==> src/rtl/draw_cmd_dispatch.sv <==
// draw_cmd_dispatch
//   Pops one command at a time from the command FIFO, decodes its 4-bit
//   opcode and starts the matching drawing engine with a one-cycle pulse.
//   The next pop waits until that engine reports done, or until the
//   watchdog gives up on it.
//
// Ports
//   clk, rst_n          clock, asynchronous active-low reset
//   enb                 permits new FIFO pops
//   ff_empty            FIFO empty flag
//   ff_rden             FIFO pop strobe (one cycle per command)
//   ff_rdat, ff_rvld    FIFO read data and its valid qualifier
//   cmd_payload         command bits below the opcode, held until the next capture
//   pixel_vld, rect_vld, rect_px_vld, char_px_vld       engine start pulses
//   pixel_done, rect_done, rect_px_done, char_px_done   engine completion
//   busy                dispatcher not idle
//   abort               one-cycle pulse when the watchdog expires
//   err_opcode          sticky: illegal opcode seen
//   err_timeout         sticky: watchdog fired
//   err_clr             clears both sticky errors (a same-cycle set wins)
//   cmd_cnt             completed-command count, wraps

module draw_cmd_dispatch #(
    parameter int FF_DATA_WIDTH  = 32,
    parameter int TIMEOUT_CYCLES = 1048575,
    parameter int TO_CNT_WIDTH   = 20,
    parameter int CNT_WIDTH      = 16
) (
    input  logic                     clk,
    input  logic                     rst_n,
    input  logic                     enb,
    input  logic                     ff_empty,
    output logic                     ff_rden,
    input  logic [FF_DATA_WIDTH-1:0] ff_rdat,
    input  logic                     ff_rvld,
    output logic [FF_DATA_WIDTH-5:0] cmd_payload,
    output logic                     pixel_vld,
    output logic                     rect_vld,
    output logic                     rect_px_vld,
    output logic                     char_px_vld,
    input  logic                     pixel_done,
    input  logic                     rect_done,
    input  logic                     rect_px_done,
    input  logic                     char_px_done,
    output logic                     busy,
    output logic                     abort,
    output logic                     err_opcode,
    output logic                     err_timeout,
    input  logic                     err_clr,
    output logic [CNT_WIDTH-1:0]     cmd_cnt
);

    localparam logic [1:0] S_IDLE     = 2'd0;
    localparam logic [1:0] S_WAIT     = 2'd1;
    localparam logic [1:0] S_DISPATCH = 2'd2;
    localparam logic [1:0] S_BUSY     = 2'd3;

    localparam logic [3:0] OP_PIXEL   = 4'h0;
    localparam logic [3:0] OP_RECT    = 4'h1;
    localparam logic [3:0] OP_RECT_PX = 4'h9;
    localparam logic [3:0] OP_CHAR_PX = 4'hA;

    localparam logic [TO_CNT_WIDTH-1:0] TIMEOUT_VAL = TO_CNT_WIDTH'(TIMEOUT_CYCLES);

    logic [1:0]               state, state_next;
    logic [FF_DATA_WIDTH-1:0] cmd_reg;
    logic [TO_CNT_WIDTH-1:0]  wd, wd_next, wd_inc;
    logic [3:0]               rdat_op, cmd_op;
    logic                     cmd_legal, cmd_half, sel_done;
    logic                     pop, capture, cnt_inc, set_err_op, set_err_to;

    assign rdat_op     = ff_rdat[FF_DATA_WIDTH-1 -: 4];
    assign cmd_op      = cmd_reg[FF_DATA_WIDTH-1 -: 4];
    assign cmd_payload = cmd_reg[FF_DATA_WIDTH-5:0];
    assign wd_inc      = wd + TO_CNT_WIDTH'(1);

    // Only the engine selected by the held opcode may complete the command.
    always_comb begin
        cmd_legal = 1'b1;
        sel_done  = 1'b0;
        case (cmd_op)
            OP_PIXEL:   sel_done = pixel_done;
            OP_RECT:    sel_done = rect_done;
            OP_RECT_PX: sel_done = rect_px_done;
            OP_CHAR_PX: sel_done = char_px_done;
            default:    cmd_legal = 1'b0;
        endcase
    end

    // Half-mode engines never report done; the command completes at issue.
    assign cmd_half = ((cmd_op == OP_RECT_PX) || (cmd_op == OP_CHAR_PX)) && !cmd_reg[0];

    always_comb begin
        state_next = state;
        wd_next    = wd;
        pop        = 1'b0;
        capture    = 1'b0;
        cnt_inc    = 1'b0;
        set_err_op = 1'b0;
        set_err_to = 1'b0;
        case (state)
            S_IDLE: begin
                if (enb && !ff_empty) begin
                    pop        = 1'b1;
                    state_next = S_WAIT;
                end
            end
            S_WAIT: begin
                if (ff_rvld) begin
                    capture    = 1'b1;
                    state_next = S_DISPATCH;
                end
            end
            S_DISPATCH: begin
                if (!cmd_legal) begin
                    set_err_op = 1'b1;
                    state_next = S_IDLE;
                end else if (cmd_half) begin
                    cnt_inc    = 1'b1;
                    state_next = S_IDLE;
                end else begin
                    wd_next    = '0;
                    state_next = S_BUSY;
                end
            end
            S_BUSY: begin
                // Comparing the incremented count bounds BUSY to exactly
                // TIMEOUT_CYCLES cycles; a done in the final cycle still wins.
                if (sel_done) begin
                    cnt_inc    = 1'b1;
                    state_next = S_IDLE;
                end else begin
                    wd_next = wd_inc;
                    if (wd_inc == TIMEOUT_VAL) begin
                        set_err_to = 1'b1;
                        state_next = S_IDLE;
                    end
                end
            end
            default: state_next = S_IDLE;
        endcase
    end

    // Start pulses are decoded from the incoming word so they are registered
    // alongside the capture and appear exactly during DISPATCH.
    always_ff @(posedge clk or negedge rst_n) begin
        if (!rst_n) begin
            state       <= S_IDLE;
            wd          <= '0;
            cmd_reg     <= '0;
            ff_rden     <= 1'b0;
            pixel_vld   <= 1'b0;
            rect_vld    <= 1'b0;
            rect_px_vld <= 1'b0;
            char_px_vld <= 1'b0;
            busy        <= 1'b0;
            abort       <= 1'b0;
            err_opcode  <= 1'b0;
            err_timeout <= 1'b0;
            cmd_cnt     <= '0;
        end else begin
            state       <= state_next;
            wd          <= wd_next;
            if (capture) begin
                cmd_reg <= ff_rdat;
            end
            ff_rden     <= pop;
            pixel_vld   <= capture && (rdat_op == OP_PIXEL);
            rect_vld    <= capture && (rdat_op == OP_RECT);
            rect_px_vld <= capture && (rdat_op == OP_RECT_PX);
            char_px_vld <= capture && (rdat_op == OP_CHAR_PX);
            busy        <= (state_next != S_IDLE);
            abort       <= set_err_to;
            err_opcode  <= set_err_op || (err_opcode && !err_clr);
            err_timeout <= set_err_to || (err_timeout && !err_clr);
            if (cnt_inc) begin
                cmd_cnt <= cmd_cnt + CNT_WIDTH'(1);
            end
        end
    end

endmodule

==> config.mk <==
export PLATFORM = sky130hd
export DESIGN_NAME = draw_cmd_dispatch
export DESIGN_NICKNAME = d
export VERILOG_FILES = /design/src/rtl/draw_cmd_dispatch.sv
export SDC_FILE = /design/constraint.sdc
export NUM_CORES = 1
export LEC_CHECK = 0
export CELL_PAD_IN_SITES_DETAIL_PLACEMENT = 1
export CELL_PAD_IN_SITES_GLOBAL_PLACEMENT = 1
export CORE_MARGIN = 1
export CORE_UTILIZATION = 35
export DETAILED_ROUTE_END_ITERATION = 7
export PLACE_DENSITY = 0.81
export SYNTH_ARGS = -nofsm -noshare
export SYNTH_HDL_FRONTEND = slang
export SYNTH_SLANG_ARGS = --single-unit
==> constraint.sdc <==
create_clock -name clk -period 2.8 [get_ports clk]
set_input_delay 0.42 -clock clk [delete_from_list [all_inputs] [get_ports clk]]
set_output_delay 0.42 -clock clk [all_outputs]
set_load 0.01 [all_outputs]
### Word level (Yosys, flattened, before mapping)

Index checks and enable logic that the tools add are counted.

| operators by class | value |
|---|---|
| add/sub/neg operators | 2 |
| equality and inequality tests | 13 |
| multiplexer cells | 26 |
| reduce and logical (&&, ||, !) cells | 21 |

Operators with widths:

| kind | count |
|---|---|
| $mux W20 | 3 |
| $pmux W20 S2 | 1 |
| $add A20 B1 Y20 const B | 1 |
| $eq A20 B20 Y1 const B | 1 |
| $add A16 B1 Y16 const B | 1 |
| $eq A4 B4 Y1 const B | 4 |
| $mux W1 | 13 |
| $mux W2 | 6 |
| $eq A4 B1 Y1 const B | 2 |
| $logic_and A1 B1 Y1 | 8 |
| $logic_not A4 Y1 | 2 |
| $pmux W2 S4 | 1 |
| $ne A2 B2 Y1 const B | 3 |
| $eq A2 B2 Y1 const B | 2 |
| $pmux W1 S4 | 1 |
| $reduce_and A4 Y1 | 1 |
| $reduce_bool A2 Y1 | 2 |
| $reduce_or A4 Y1 | 1 |
| $logic_not A1 Y1 | 3 |
| $logic_or A1 B1 Y1 | 3 |
| $eq A2 B1 Y1 const B | 1 |
| $logic_not A2 Y1 | 1 |
| $pmux W1 S2 | 1 |

| storage, ports and cells | value |
|---|---|
| register bits | 79 |
| output and inout bits | 53 |
| logic and storage cells | 75 |

### Depth between registers and ports, before layout

Gate-level depths: netlist (run 1).

| logic depth | value |
|---|---|
| depth in word-level cells | 7 |
| mapped depth | 8 |
| depth with buffers taken out | 8 |

### Worst setup path after synthesis (run 1)

Ideal clock, no wire load.

| timing | value |
|---|---|
| path kind | register -> register |
| start | reg cmd_reg[28] |
| end | reg wd[6] |
| library setup time | 0.129 ns |
| data arrival time | 1.874 ns |
| required time | 2.671 ns |
| path slack | 0.797 ns |
| cell stages (with the launch flop) | 9 |
| clock period less this slack | 2.003 ns |
| path through | dfrtp_1 or2b_1 xnor2_1 or4_4 buf_6 and2_4 buf_6 o21ai_1 o41ai_1 |

| between the ends | value |
|---|---|
| longest elaborated chain between the ends | 5 |
| elaborated cells on any way between the ends | 13 |
| those cells by class | 6 x eq/ne; 2 x mux; 5 x reduce/logical |

RTL lines:

| what | RTL line | source |
|---|---|---|
| start: declaration | 66 | `logic [FF_DATA_WIDTH-1:0] cmd_reg;` |
| start signal: assignment | 165 | `cmd_reg <= ff_rdat;` |
| $eq A4 B4 Y1 (tied with other cells) | 81, 91 |  |
| $reduce_or A4 Y1 (no source line) / $logic_or A1 B1 Y1 (equally long branches) | n/a |  |
| $mux W1 / $logic_and A1 B1 Y1 (equally long branches) | 81, 91 |  |
| $ne A2 B2 Y1 (no source line) | n/a |  |
| $reduce_and A4 Y1 (no source line) (*) | n/a |  |
| end signal: assignment | 163 | `wd <= wd_next;` |
| end: declaration | 67 | `logic [TO_CNT_WIDTH-1:0] wd, wd_next, wd_inc;` |

Mark *: on every way between the ends. The rest lies on a longest branch, timed or not.
A chain may end at the register's enable or synchronous reset.

### Final worst setup path (run 1)

| timing | value |
|---|---|
| start | reg wd[0] |
| end | reg state[0] |

| between the ends | value |
|---|---|
| longest elaborated chain between the ends | 5 |

RTL lines:

| what | RTL line | source |
|---|---|---|
| $add A20 B1 Y20 | 75 | `assign wd_inc = wd + TO_CNT_WIDTH'(1);` |
| $eq A20 B20 Y1 | 134 | `if (wd_inc == TIMEOUT_VAL) begin` |
| $mux W2 | 134 |  |
| $mux W2 | 129 | `if (sel_done) begin` |
| $pmux W2 S4 | 101 | `case (state)` |
| net state_next[0] | 65 | `logic [1:0] state, state_next;` |
| end signal: assignment | 162 | `state <= state_next;` |
| end: declaration | 65 |  |

The timed path passes the listed nets, and every way through them passes these cells.

==> impl_results.md, run 1 <==
* Die area at between 0.01 and 0.015 mm2
* CP startpoint kind: register
* Nets at ~470
* R2r worst-path depth at 7
* Final worst slack at between 0.5 and 0.6 ns
* Ys async rst share at 1.00
* TritonCTS Sinks at 79
* Post-CTS setup buffers at 0
* Worst EP required at about 3 ns
* DRT iter0 DRCs at 118
* Post-synth net total at 401
* Number of nets with antenna violations after routing at 0
* Post-synth EDFFs at 0
* RSZ-0062 raised after global routing: no
* Ys Warns at 0
* Hold Violations, Final at 0
* Area delta synth->final at 26.1%
* Drc violations at 0
* Largest net degree at the start of global routing at 80
* CTS tree: done
* Tot GR Track Use at 0.174
* Worst reg-to-reg setup slack at roughly 0.57 ns
* Max VDD drop at 0.000465 V
* CTS buffer count at 9
* I/O pins at 95
* Slew Viols, Final at 0
* Initial antenna violation count at 0
* Setup slack at placement at between 0.4 and 0.5 ns
* Placed cells at roughly 550
* Fmax at about 450 MHz
* Largest delay share family, worst path: simple AND/OR/NAND/NOR gates
* Vias in the first global route at 3,144
* Final HPWL from detailed placement at roughly 6.7 mm
* Final Skew at around 0.011 ns
* Mapped Cells at between 300 and 400
* MaxCap Viol Count at 0
* Latest clock arrival within the worst-skew pair at 0.36 ns
* Layout cells sized above 1 at 0.138
* CTS HTree Levels at 3
* RD Place Congestion at approximately 0.78
* Crit. End Element: register
* CP cell instances: ha_1, and3_1, and4_1, o22ai_1, nor4_1, a21o_1, o2111ai_1
* Root Driver: clkbuf_8
* Actual slew at the worst max-slew pin at 0.986 ns
* Final setup TNS at 0 ns
* Vias/cell at 5.14
* Netlist cell types at 45
* Post-DP Area at between 0.004 and 0.005 mm2
* Core area at approximately 0.011 mm2
* WL/cell at ~17 um
* Resized Gates After CTS at 0
* First-pass GRT wire length at 15.6 mm
* Critical Path AT at approximately 2.4 ns
* Tmin final at 2.23 ns
* Slew HR at 0.342
* WP buf/inv at 0
* DR pass1 iterations at 4
* # hold bufs at CTS at 0
* Detailed-route via count at 2,918
* Crit path depth at 7
* Design area at between 0.004 and 0.005 mm2
* Largest register FFs at 32
* Flops & latches, synth at ~80
* Crit-path max FO at 7
* Clk buf depth at 2
* PwrDens at 859 mW/mm2
* Num rows at 38
* Reg clk slew, reported paths at about 0.090 ns
* Kind of critical path: reg2reg
* Syn Area/Cell at around 11 um2
* Pleak at roughly 2 nW
* Design Power at around 4.2 mW
* Gr ovfl total at 0
* Die X at between 100 and 150 um
* Netlist Area Pre-Place at a little under 0.004 mm2
* Slowest-stage cell, CP: dfrtp_1
* Register area share after synthesis at 0.510
* # diodes at 0
* Hold Path Class: in2async
* Input/output buffers at 94
* Main synth FF type: dfrtp_1
* Post-Route WL at about 9.4 mm
* Post-Layout Cell Count at approximately 570
* Initial Utilization at 0.359
* Finish-stage setup viols at 0
* Critical Path Max Stage Delay at roughly 0.46 ns
* Tcrit/Tclk final at 0.796
* Status: finished clean
* Die H at 107 um
==> cell usage after synthesis (2+ instances only) <==
cell	n	area, um2
dfrtp_1	79	1980
mux2_2	32	360
buf_4	30	225
nand2_1	26	97.6
nor2_1	20	75.1
xnor2_1	17	149
nand3_1	16	80.1
o21ai_0	15	75.1
and3_1	13	81.3
nand4_1	10	62.6
xor2_1	9	78.8
inv_1	8	30.0
o21ai_1	7	35.0
o31ai_1	7	52.6
nor4_1	6	37.5
clkbuf_1	5	18.8
a31oi_1	4	25.0
buf_6	4	45.0
nand2b_1	4	25.0
o22ai_1	4	25.0
o41ai_1	4	35.0
a21oi_1	3	15.0
ha_1	3	37.5
nand3b_1	3	22.5
nor3_1	3	15.0
and4_1	2	17.5
o311a_1	2	20.0
or2b_1	2	15.0
or3_1	2	12.5
==> cell usage in the layout (no fill, tap or decap), types with 4 or more instances in the layout <==
master,count
and3_1,13
mux2_2,32
a31oi_1,4
xnor2_1,17
nand2_1,26
clkbuf_8,9
nand4_1,10
o21ai_0,15
nand3_1,16
xor2_1,9
o31ai_1,7
o22ai_1,4
nor4_1,6
o41ai_1,4
clkdlybuf4s50_1,93
nand2b_1,4
dfrtp_1,79
o21ai_1,7
nor2_1,20
inv_1,8
buf_4,5
==> cells by family (layout without fill, tap and decap cells) <==
kind of cell,Yosys count,after routing,share of synthesized area
compound gates,49,49,0.0794
xor+xnor,26,26,0.0588
fa+ha+maj,3,3,0.00969
buf+inv,50,122,0.0865
flops,79,79,0.510
mux,33,33,0.0956
simple gates,116,116,0.160
==> path summary, 6_finish.rpt <==
| kind | from | endpoint |
|---|---|---|
| min in group clk | cmd_cnt[15]$_DFFE_PN0P_ | cmd_cnt[15]$_DFFE_PN0P_ |
| min reg2reg | cmd_cnt[15]$_DFFE_PN0P_ | cmd_cnt[15]$_DFFE_PN0P_ |
| max reg2reg | wd[0]$_DFFE_PN0P_ | state[0]$_DFF_PN0_ |
| min | rst_n | cmd_reg[12]$_DFFE_PN0P_ |
| max | wd[0]$_DFFE_PN0P_ | state[0]$_DFF_PN0_ |
| max in group asynchronous | rst_n | wd[9]$_DFFE_PN0P_ |
==> power breakdown <==
part / internal [mW] / switching (mW) / total (mW)
Sequential: 1.52 / 0.381 / 1.90
Clock: 0.323 / 0.439 / 0.762
Combinational: 0.899 / 0.633 / 1.53
==> per-stage QoR <==
| step | hold WS (ns) | utilization |
|---|---|---|
| 2_1_floorplan | 0.124 | - |
| 3_3_place_gp | 0.466 | 0.437 |
| 3_5_place_dp | 0.474 | 0.437 |
| 4_1_cts | 0.267 | 0.453 |
| 5_1_grt | 0.314 | 0.453 |
| 6_report | 0.230 | 0.453 |
==> cell type report <==
class,instances,area [um2]
sequential,79,1980
clock buffer,9,124
clock inverter,7,47.5
inverter,8,30.0
multi-input combinational,227,1560
fill,1182,5910
timing repair buffer,98,968
tap,140,175
==> layer usage <==
layer  global-route usage  up-vias  wire length (um)
met5                    0        -                 0
met2                0.312       61              4930
met4               0.0773        0               201
li1                     -     1364                 -
met1                0.202     1478              3970
met3               0.0316       15               305
(Power assumes the default switching activity.)
==> inputs of run 2 (changes only) <==
==> constraint.sdc (replaced) <==
create_clock -name clk -period 2.1 [get_ports clk]
set_input_delay 0.315 -clock clk [delete_from_list [all_inputs] [get_ports clk]]
set_output_delay 0.315 -clock clk [all_outputs]
set_load 0.01 [all_outputs]
==> impl_results.md, run 2 (synthesized netlist as in run 1, its figures left out) <==
* CP cell instances: nand4_2, xnor2_1, a31oi_1, nor4_2, buf_4, a21o_1, o2111ai_1
* Routed wl met3 at 311 um (+2.0%)
* Slew HR at 0.625 (+0.282)
* Detailed-route via count at 2,902 (-0.55%)
* Hold Path Class: reg2reg
* Root Driver: clkbuf_8
* FILL cells at 1,172 (-0.85%)
* Vias/cell at 4.98 (-3.1%)
* Tmin final at 2.01 ns (-0.222 ns)
* Design area at 0.00510 mm2 (+4.4%)
* TritonCTS Sinks at 79 (unchanged)
* Finish-stage setup viols at 0 (unchanged)
* Tcrit/Tclk final at 0.956 (+0.160)
* Die X at 107 um (unchanged)
* Reg clk slew, reported paths at 0.08 ns (about the same)
* Largest delay share family, worst path: simple AND/OR/NAND/NOR gates
* Slowest-stage cell, CP: dfrtp_1
* DR WL met2 at 5.13 mm (+3.9%)
* RD Place Congestion at 0.778 (-0.40%)
* Hold Violations, Final at 0 (unchanged)
* Final Skew at 0.0189 ns (+0.00774 ns)
* Drc violations at 0 (unchanged)
* Pleak at 2.15 nW (+5.3%)
* Slew Viols, Final at 0 (unchanged)
* Crit-path max FO at 7 (unchanged)
* Commonest non-fill, non-tap cell in the layout: clkdlybuf4s50_1
* Critical Path Max Stage Delay at 0.47 ns (about the same)
* Final HPWL from detailed placement at 6.97 mm (+4.5%)
* Design Power at 5.88 mW (+40%)
* Placed cells at 566 (+2.5%)
* Register Area at 0.00198 mm2 (+0.19%)
* Largest register FFs at 32 (unchanged)
* Initial antenna violation count at 0 (unchanged)
* CTS HTree Levels at 3 (unchanged)
* Final Util at 0.473 (+0.0201)
* Num rows at 38 (unchanged)
* # diodes at 0 (unchanged)
* Die area at 0.0115 mm2 (unchanged)
* Actual slew at the worst max-slew pin at 0.563 ns (-0.424 ns)
* RSZ-0062 raised after global routing: yes
* First-pass GRT wire length at 15.9 mm (+1.9%)
* Latest clock arrival within the worst-skew pair at 0.37 ns (about the same)
* DRT iter0 DRCs at 62 (-47%)
* Final worst slack at 0.0928 ns (-0.478 ns)
* Post-Route WL at 9.64 mm (+2.4%)
* PwrDens at 1150 mW/mm2 (+34%)
* Input/output buffers at 94 (unchanged)
* Most frequent cells in the layout: clkdlybuf4s50_1, dfrtp_1, mux2_2
* Area delta synth->final at 31.6%
* Final setup TNS at 0 ns (unchanged)
* Largest net degree at the start of global routing at 45 (-44%)
* Worst EP required at 2.32 ns (-0.69 ns)
* Multi-input gate area in the final layout at 0.00159 mm2 (+1.5%)
* Layout cells sized above 1 at 0.181 (+0.0427)
* Max layer used: met4
* Status: finished clean
* Initial Utilization at 0.359 (unchanged)
* Gr ovfl total at 0 (unchanged)
* Hold_ws at 0.495 ns (+0.265 ns)
* Crit. End Element: register
* Core area at 0.0108 mm2 (unchanged)
* Fmax at 498 MHz (+11%)
* Setup slack at placement at -0.0635 ns (-0.495 ns)
* WL/cell at 16.5 um (-0.28%)
* WP buf/inv at 1 (+1)
* Kind of critical path: reg2reg
* Nets at 483 (+3.2%)
* Number of nets with antenna violations after routing at 0 (unchanged)
* CTS buffer count at 9 (unchanged)
* Critical Path AT at 2.23 ns (-0.21 ns)
* Post-Layout Cell Count at 583 (+2.6%)
* CTS tree: done
* I/O pins at 95 (unchanged)
* MaxCap Viol Count at 0 (unchanged)
* Routed length on met1 at 4.03 mm (+1.5%)
* CP startpoint kind: register
* DR pass1 iterations at 4 (unchanged)
* Vias in the first global route at 3,176 (+1.0%)
* Post-DP Area at 0.00486 mm2 (+3.0%)
* Tot GR Track Use at 0.181 (+0.00695)
* Die H at 107 um (unchanged)
* Clk buf depth at 2 (unchanged)
* Max VDD drop at 0.000680 V (+46%)
[run 2: changes by cell type in the layout (fill, tap and decap cells not counted), sizes merged]
cell,change
clkinvlp,-2
dlygate4sd3,+1
clkbuf,+3
inv,-1
buf,+14
bufinv,+1
clkinv,-1
[run 2: path summary, 6_finish.rpt]
| path | end | depth (start not counted) | slack [ns] | start |
|---|---|---|---|---|
| max | state[0]$_DFF_PN0_ | 7 | 0.09 | wd[3]$_DFFE_PN0P_ |
| min | cmd_cnt[15]$_DFFE_PN0P_ | 1 | 0.49 | cmd_cnt[15]$_DFFE_PN0P_ |
| max reg2reg | state[0]$_DFF_PN0_ | 7 | 0.09 | wd[3]$_DFFE_PN0P_ |
| min reg2reg | cmd_cnt[15]$_DFFE_PN0P_ | 1 | 0.49 | cmd_cnt[15]$_DFFE_PN0P_ |
| max in group asynchronous | wd[6]$_DFFE_PN0P_ | 3 | 0.98 | rst_n |
| min in group asynchronous | rect_px_vld$_DFF_PN0_ | 2 | 0.51 | rst_n |
[run 2: power breakdown]
part | switching [mW] | internal [mW] | total (mW) | leakage [nW]
clock | 0.578 | 0.620 | 1.20 | 0.107
sequential | 0.445 | 2.03 | 2.48 | 1.02
combinational | 0.913 | 1.29 | 2.20 | 1.03
[run 2: per-layer routing]
metal,track usage,vias to the layer above
li1,-,1394
met1,0.210,1442
met2,0.324,54
met3,0.0426,12
met4,0.0656,0
met5,0,-
[run 2: repair_timing]
action                                 CTS  global route
endpoints found under the hold margin   42             0
setup buffers                            0             0
gates resized for setup                  1             7
setup endpoints to repair                1             7
hold buffers                             1             0
[run 2: worst register-to-register path, stage by stage, from the launching register on]
cell and delay, ns:
dfrtp_1 0.47, nand4_2 0.24, xnor2_1 0.21, a31oi_1 0.15, nor4_2 0.34, buf_4 0.17, a21o_1 0.16, o2111ai_1 0.12
[run 2: cell type report]
class                   instances  area share
clock inverters                 4      0.0103
flip-flops and latches         79       0.388
multi-input cells             227       0.311
clock buffers                  12      0.0304
repair buffers                113       0.220
well taps                     140      0.0343
inverters                       8     0.00589
==> variant (config.mk and constraints of run 2) <==
`CNT_WIDTH`: 16 -> 32.
--- a/src/rtl/draw_cmd_dispatch.sv
+++ b/src/rtl/draw_cmd_dispatch.sv
@@ -25,5 +25,5 @@
     parameter int TIMEOUT_CYCLES = 1048575,
     parameter int TO_CNT_WIDTH   = 20,
-    parameter int CNT_WIDTH      = 16
+    parameter int CNT_WIDTH      = 32
 ) (
     input  logic                     clk,
Ports: changed (resized cmd_cnt); port bits go from 95 to 111. The function was not compared with the original's and may differ.
==> variant against run 2 <==
Critical path depth stayed put; setup slack worse by 0.038 ns; synthesized area is 22% higher; count of clock-buffer cells in the layout is 2 higher; power is 7.7% higher; sequential power is 4% higher; routed wire length is 23% higher; synthesized cell count is 21% higher; cell area is 25% higher; sequential share of layout area is 1.5 points lower; sequential cell count is 16 higher; largest power group unchanged.
==> variant: results (changes against run 2) <==
stage,metric,value,unit,change
outcome,status,completed,,
clock_network,post_cts resized,1,,unchanged
grt,vias in the first global route,3846,,+21%
grt,met2 Track Usage GR,31.8,%,-0.51 points
grt,GR Layer Usage met1,20.9,%,-0.14 points
worst_setup_path,Reg2Reg Capture Point,cmd_cnt[6],,
worst_setup_path,Worst EP arrival,2.27,ns,+0.04 ns
synthesis,Synth cell types,55,,+22%
pwr,P_leak,2.76,nW,+28%
clock_network,cts hold-fix bufs,1,,unchanged
synthesis,synthesis-stage register bit count,95,,+20%
finish,Multi-input gate area,0.00204,mm^2,+29%
detailed_routing,met2 wire length,6.33,mm,+24%
finish,Multi-In Gates,277,,+22%
worst_setup_path,Worst setup startpoint,cmd_reg[28],,
detailed_routing,vias per inst,5.06,,+1.6%
synthesis,largest cells by area after synthesis,"dfrtp_1 (50%), mux2_2 (7.6%), buf_4 (4.8%)",,
timing,Clock Skews,0.00760,ns,-0.0113 ns
finish,Seq. cell area,0.00238,mm^2,+20%
grt,total track usage,17.8,%,-0.28 points
clock_network,clk root buf,clkbuf_16,,
placement,hpwl dp,8.66,mm,+24%
finish,clkbuf count,14,,+2
placement,pre-CTS setup slack,-0.112,ns,-0.0488 ns
pwr,Peak VDD IR,0.000510,V,-25%
finish,invs w/o clock,14,,+6
clock_network,H-tree levels,3,,unchanged
synthesis,Mean Syn Cell Area,10.9,um^2,+0.53%
timing,Worst slew margin,72.0,%,+9.5 points
worst_setup_path,R2R depth,7,,unchanged
placement,RD Place Congestion,0.782,,+0.48%
detailed_routing,WL per Instance,16.4,um,-0.63%
detailed_routing,met1 WL,4.90,mm,+21%
worst_setup_path,CP max-delay cell,dfrtp_2,,
synthesis,post-synth net total,477,,+19%
synthesis,Post-synth top cells,"dfrtp_1 (95), mux2_2 (32), buf_4 (30), nand2_1 (27), nand3_1 (27)",,
grt,first-pass GRT wire length,19.6,mm,+23%
clock_network,CTS Buffer Depth,2,,unchanged
finish,"Non-clock buffers, area share",21.7,%,-0.28 points
worst_hold_path,Hold Path Class,input pin to async pin,,
grt,largest net degree at the start of global routing,68,,+51%
worst_setup_path,"delay-heaviest family, CP",compound AO/OA/AOI/OAI gates,,
finish,Post-Layout Cell Count,722,,+24%
synthesis,post-synthesis sequential area ratio,50.3,%,-0.73 points
worst_setup_path,CP Max Fanout,10,,+3
detailed_routing,met3 WL,449,um,+44%
detailed_routing,initial DRC count,111,,+79%
finish,Fill cells,1428,,+22%
finish,clock network area share,4.74,%,+0.67 points
finish,share of layout cells above drive strength 1,19.6,%,+1.5 points
finish,nets,586,,+21%
clock_network,worst-skew pair later-pin latency,0.35,ns,-0.02 ns
variant: cell families after synthesis:
logic type      Yosys count  synth area share (%)
simple gates            145                  18.3
flops                    95                  50.3
buf+inv                  60                  7.52
compound gates           54                  7.49
xor+xnor                 41                  7.60
mux                      34                  8.05
fa+ha+maj                 3                 0.794
variant: through the flow:
| stage | utilization, % | hold slack [ns] | power [mW] | instance area, um^2 |
|---|---|---|---|---|
| 3_3_place_gp | 45.6 | 0.271 | 4.55 | 6010 |
| 6_report | 48.4 | 0.442 | 6.33 | 6380 |
| 4_1_cts | 48.0 | 0.444 | 6.39 | 6320 |
| 3_5_place_dp | 45.6 | 0.277 | 4.67 | 6010 |
| 5_1_grt | 48.4 | 0.485 | 6.66 | 6380 |
| 2_1_floorplan | - | 0.0194 | 3.90 | 4730 |
variant: where the power goes:
group          internal [mW]  switching [mW]
Sequential              2.24           0.335
Clock                  0.992           0.678
Combinational           1.21           0.875
Total                   4.45            1.89
